### src/rtl/mul_seq_pkg.sv
`default_nettype none
// ============================================================================
// Module      : mul_seq_pkg
// Description : State encoding and counter sizing helper for mul_seq_nbit.
// Revision    : 1.0 - initial release
// ============================================================================
package mul_seq_pkg;

    typedef enum logic [1:0] {
        IDLE = 2'd0,
        BUSY = 2'd1,
        DONE = 2'd2
    } state_t;

    // Ceiling log2, minimum 1, so a counter can always hold at least 0..1.
    function automatic int clog2(input int value);
        int result;
        result = 1;
        while ((1 << result) < value) begin
            result = result + 1;
        end
        return result;
    endfunction

endpackage : mul_seq_pkg
`default_nettype wire

### src/rtl/adder_nbit.sv
`default_nettype none
// ============================================================================
// Module      : adder_nbit
// Description : Plain WIDTH-bit modulo adder used by the accumulate path.
// Revision    : 1.0 - initial release
// ============================================================================
module adder_nbit #(
    parameter int WIDTH = 16
) (
    input  logic [WIDTH-1:0] a,
    input  logic [WIDTH-1:0] b,
    output logic [WIDTH-1:0] sum
);

    assign sum = a + b;

endmodule : adder_nbit
`default_nettype wire

### src/rtl/mul_seq_nbit.sv
`default_nettype none
// ============================================================================
// Module      : mul_seq_nbit
// Description : Radix-2 sequential shift-add multiplier, signed/unsigned,
//               valid/ready handshake on both sides.
// Revision    : 1.0 - initial release
// ============================================================================
module mul_seq_nbit
    import mul_seq_pkg::*;
#(
    parameter int WIDTH    = 8,
    parameter bit LOW_ONLY = 1'b0
) (
    input  logic                 clk,
    input  logic                 rst,
    input  logic                 in_valid,
    output logic                 in_ready,
    input  logic [WIDTH-1:0]     A,
    input  logic [WIDTH-1:0]     B,
    input  logic                 signed_mode,
    output logic                 out_valid,
    input  logic                 out_ready,
    output logic [2*WIDTH-1:0]   P
);

    localparam int                 c_CNT_W   = clog2(WIDTH + 1);
    localparam logic [c_CNT_W-1:0] c_LAST    = c_CNT_W'(WIDTH);
    localparam logic [c_CNT_W-1:0] c_CNT_ONE = c_CNT_W'(1);
    localparam logic [2*WIDTH-1:0] c_P_MASK  = LOW_ONLY ?
        {{WIDTH{1'b0}}, {WIDTH{1'b1}}} : {(2*WIDTH){1'b1}};

    state_t               r_state;
    state_t               w_state_next;

    logic [2*WIDTH-1:0]   r_mcand;
    logic [WIDTH-1:0]     r_mplier;
    logic [2*WIDTH-1:0]   r_acc;
    logic [c_CNT_W-1:0]   r_cnt;
    logic                 r_neg;
    logic [2*WIDTH-1:0]   r_p;

    logic [WIDTH-1:0]     w_mag_a;
    logic [WIDTH-1:0]     w_mag_b;
    logic                 w_neg;
    logic [2*WIDTH-1:0]   w_addend;
    logic [2*WIDTH-1:0]   w_sum;
    logic [2*WIDTH-1:0]   w_p_signed;
    logic [2*WIDTH-1:0]   w_p_final;
    logic                 w_accept;
    logic                 w_last_step;

    // Negating the most-negative value wraps to 2^(WIDTH-1), which is exactly
    // the required unsigned magnitude.
    assign w_mag_a = (signed_mode && A[WIDTH-1]) ? -A : A;
    assign w_mag_b = (signed_mode && B[WIDTH-1]) ? -B : B;
    assign w_neg   = signed_mode & (A[WIDTH-1] ^ B[WIDTH-1]);

    assign w_accept    = (r_state == IDLE) && in_valid;
    assign w_last_step = (r_cnt == c_LAST);

    assign w_addend = r_mplier[0] ? r_mcand : '0;

    adder_nbit #(
        .WIDTH (2*WIDTH)
    ) u_acc_adder (
        .a   (r_acc),
        .b   (w_addend),
        .sum (w_sum)
    );

    assign w_p_signed = r_neg ? -r_acc : r_acc;
    assign w_p_final  = w_p_signed & c_P_MASK;

    assign in_ready  = (r_state == IDLE);
    assign out_valid = (r_state == DONE);
    assign P         = r_p;

    always_ff @(posedge clk) begin
        if (rst) begin
            r_state <= IDLE;
        end else begin
            r_state <= w_state_next;
        end
    end

    always_comb begin
        w_state_next = r_state;
        case (r_state)
            IDLE:    if (in_valid)    w_state_next = BUSY;
            BUSY:    if (w_last_step) w_state_next = DONE;
            DONE:    if (out_ready)   w_state_next = IDLE;
            default:                  w_state_next = IDLE;
        endcase
    end

    // WIDTH add steps while the counter runs 0..WIDTH-1; the extra BUSY cycle
    // at count WIDTH applies the sign and publishes the product.
    always_ff @(posedge clk) begin
        if (rst) begin
            r_mcand  <= '0;
            r_mplier <= '0;
            r_acc    <= '0;
            r_cnt    <= '0;
            r_neg    <= 1'b0;
            r_p      <= '0;
        end else if (w_accept) begin
            r_mcand  <= {{WIDTH{1'b0}}, w_mag_a};
            r_mplier <= w_mag_b;
            r_acc    <= '0;
            r_cnt    <= '0;
            r_neg    <= w_neg;
        end else if (r_state == BUSY) begin
            if (w_last_step) begin
                r_p <= w_p_final;
            end else begin
                r_acc    <= w_sum;
                r_mcand  <= r_mcand << 1;
                r_mplier <= r_mplier >> 1;
                r_cnt    <= r_cnt + c_CNT_ONE;
            end
        end
    end

endmodule : mul_seq_nbit
`default_nettype wire

### config.mk
export PLATFORM = sky130hd
export DESIGN_NAME = mul_seq_nbit
export DESIGN_NICKNAME = d
export VERILOG_FILES = /design/src/rtl/mul_seq_pkg.sv /design/src/rtl/adder_nbit.sv /design/src/rtl/mul_seq_nbit.sv
export SDC_FILE = /design/constraint.sdc
export NUM_CORES = 1
export LEC_CHECK = 0
export BUFFER_PORTS_ARGS = -buffer_cell sky130_fd_sc_hd__buf_4
export CAP_MARGIN = 20
export CORE_UTILIZATION = 55
export DETAILED_ROUTE_END_ITERATION = 8
export PLACE_DENSITY = 0.86
export SLEW_MARGIN = 25
export SYNTH_ARGS = -nofsm -noshare
export SYNTH_HDL_FRONTEND = slang
export SYNTH_SLANG_ARGS = --single-unit
### constraint.sdc
create_clock -name clk -period 7.7 [get_ports clk]
set_clock_uncertainty 0.2 [all_clocks]
set_input_delay 2.31 -clock clk [delete_from_list [all_inputs] [get_ports clk]]
set_output_delay 2.31 -clock clk [all_outputs]
set_load 0.03 [all_outputs]
==> flow_summary_export.csv <==
group,metric,value,unit
pwr,p_leak,0.00178,uW
critical_path,path_cells,"buf_4 -> nand2_1 -> nand2b_1 -> buf_4 -> nor2_1 -> nand3_1 -> nand3_1",
synthesis,synth_edf_count,0,
finish,multiInputGateArea,2350,um^2
critical_path,crit_path_end_kind,"register",
timing,clock.fmax,0.234,GHz
critical_path,cp_data_arrival_time,4.35,ns
synthesis,yosysWarnings,0,
flow_run,drv_cap,0,
global_routing,grt_use_total,22.8,%
timing,finalMaxSlewViolations,0,
global_routing,met1_usage,27.2,%
critical_path,critPathKind,"in2reg",
synthesis,async_reset_ff_share,0,%
timing,setup-tns-final,0,ns
synthesis,ys_seq_area_share,33.4,%
worst_hold_path,min_path_type,"reg2reg",
timing,rsz0062_at_grt,"no",
cts,insertion_delay,0.33,ns
finish,layout_commonest_cell,"nand2_1",
cts,cts_tree,"done",
finish,n_antenna_cell,0,
drt,viasPerCell,5.82,
placed_design,portBuffers,38,
cts,ctsResizeCount,0,
drt,drcViolationCount,6,
drt,wl,7690,um
global_routing,grt_max_degree,41,
cts,clkTransAtPathRegs,0.07,ns
global_routing,met2_usage,40.1,%
outcome,outcome,"finished with violations",
critical_path,slowest_delay,0.66,ns
synthesis,synth_cell_type_count,52,
synthesis,synth_seq_cells,63,
drt,ant_nets,0,
placed_design,hpwlAfterDp,5650,um
die,row_count,29,
global_routing,overflow,0,
synthesis,avgSynthCellArea,8.03,um^2
die,dieArea,7190,um^2
drt,vias,3369,
outcome,violations,"design-rule violations",
die,core,6490,um^2
drt,wl_per_cell,13.3,um
global_routing,grt_antenna_before_repair,0,
global_routing,busiest_layer,"met2",
cts,cts_made_buffers,9,
die,fp.dieH,84.8,um
cts,clockBufferDepth,2,
cts,cts_sinks,63,
critical_path,cp.required,7.78,ns
drt,drtIter0Drc,217,
finish,areaGrowthSynthToFinish,12.8,%
critical_path,cp_slowest_cell,"nand2_1",
drt,firstDrtPassIters,7,
pwr,ir_worst_vdd,0.0824,mV
pwr,power_density,167,nW/um^2
placed_design,dp.cells,564,
placed_design,gp_congestion,0.916,
die,io_pins,39,
cts,cts_root_buffer,"clkbuf_8",
global_routing,grt_pass1_vias,3098,
global_routing,grt_first_pass_wirelength,13200,um
critical_path,path_max_fanout,31,
synthesis,syn-cell-area,3770,um^2
cts,holdBufCountCts,0,
cts,cts_setup_buffers,0,
finish,seq_area,1260,um^2
finish,final_layout_size_suffix_gt1_share,13.5,%
timing,tightest_slew,0.911,ns
global_routing,grt_use_met3,3.40,%
timing,slew_headroom,39.1,%
timing,post-route-period-util,55.5,%
timing,setup_viol,0,
timing,finalHoldViolCount,0,
synthesis,synth_fp_nets,512,
finish,layout_common_cells,"nand2_1, dfxtp_1, nor2_1",
synthesis,synth_ff_type,"dfxtp_1",
finish,instances_no_fill,579,
finish,fin_nets,540,
timing,period_minus_slack,4.27,ns
cts,htree_levels,3,
critical_path,start_kind,"primary input",
die,fp.dieW,84.8,um
finish,fillCellCount,550,
die,initial_core_util,58.1,%
synthesis,syn_inst,470,
[layout make-up]
class                   count  area share, %
inverters                  12           1.06
flip-flops and latches     63           29.6
clock buffers              12           3.64
clock inverters             3          0.999
well taps                  77           2.26
multi-input cells         371           55.2
repair buffers             41           7.23
[metrics by stage]
step / total power, uW / cell area (um^2) / utilization (%) / hold WS, ns / setup slack, ns
final: 710 / 4260 / 65.5 / 0.262 / 3.43
after global routing: 741 / 4260 / 65.5 / 0.282 / 3.26
after CTS: 715 / 4250 / 65.5 / 0.263 / 3.45
after detailed placement: 430 / 4050 / 62.4 / 0.254 / 3.10
after global placement: 426 / 4050 / 62.4 / 0.252 / 3.15
after floorplan: 408 / 3770 / - / 0.237 / 3.94
[path summary, 6_finish.rpt]
| check | from | end | slack, ns | cells past startpoint |
|---|---|---|---|---|
| worst min-delay path | r_mcand[14] | r_mcand[15] | 0.26 | 2 |
| worst max-delay path | in_valid | r_acc[7] | 3.43 | 7 |
| worst min register to register | r_mcand[14] | r_mcand[15] | 0.26 | 2 |
| worst max register to register | r_mplier[0] | r_acc[14] | 4.76 | 10 |
[synth_stat cells, drive strengths merged, types with 5 or more instances]
master  instances  area [um^2]
a211oi         18          150
ha             20          250
a21o            6         46.3
nand3          11         55.1
dfxtp          63         1260
clkbuf         19          101
nand2          80          300
xor2           26          228
nor2           53          199
o21ai          11         58.8
a311oi         15          131
inv            12         45.0
a31oi           6         37.5
o31ai           6         55.1
xnor2          10         87.6
and2           19          119
buf             5         23.8
or3             5         31.3
mux2i           6         60.1
a21oi          37          193
[flip-flops by register name (all words and copies together), names as in the netlist]
register / count
P: 16
r_acc: 16
r_cnt: 4
r_mcand: 16
r_mplier: 8
r_neg: 1
r_state: 2
[metal layers]
metal / routed length [um] / part of all wire, %
met2: 3710 / 48
met3: 309 / 4.0
met5: 0 / 0
met1: 3540 / 46
met4: 133 / 1.7
[critical path, delay by kind of cell]
kind | cells | cell delay (ns)
and+or+nand+nor | 5 | 1.60
buffers and inverters | 2 | 0.42
[cell families (layout without fill, tap and decap cells)]
family | count (synthesis) | count (layout) | share of synthesized area [%]
and+or+nand+nor | 192 | 192 | 23.3
muxes | 6 | 6 | 1.59
xor gates and xnor gates | 36 | 36 | 8.36
AOI/OAI and AO/OA | 116 | 116 | 21.7
buffers and inverters | 36 | 68 | 4.51
DFF | 63 | 63 | 33.4
adders and majority gates | 21 | 21 | 7.16
[power breakdown]
part | switching, uW | internal [uW]
Combinational | 47.8 | 30.2
Clock | 122 | 165
Sequential | 9.55 | 336
Note: power is estimated with default switching activity, not from simulation.
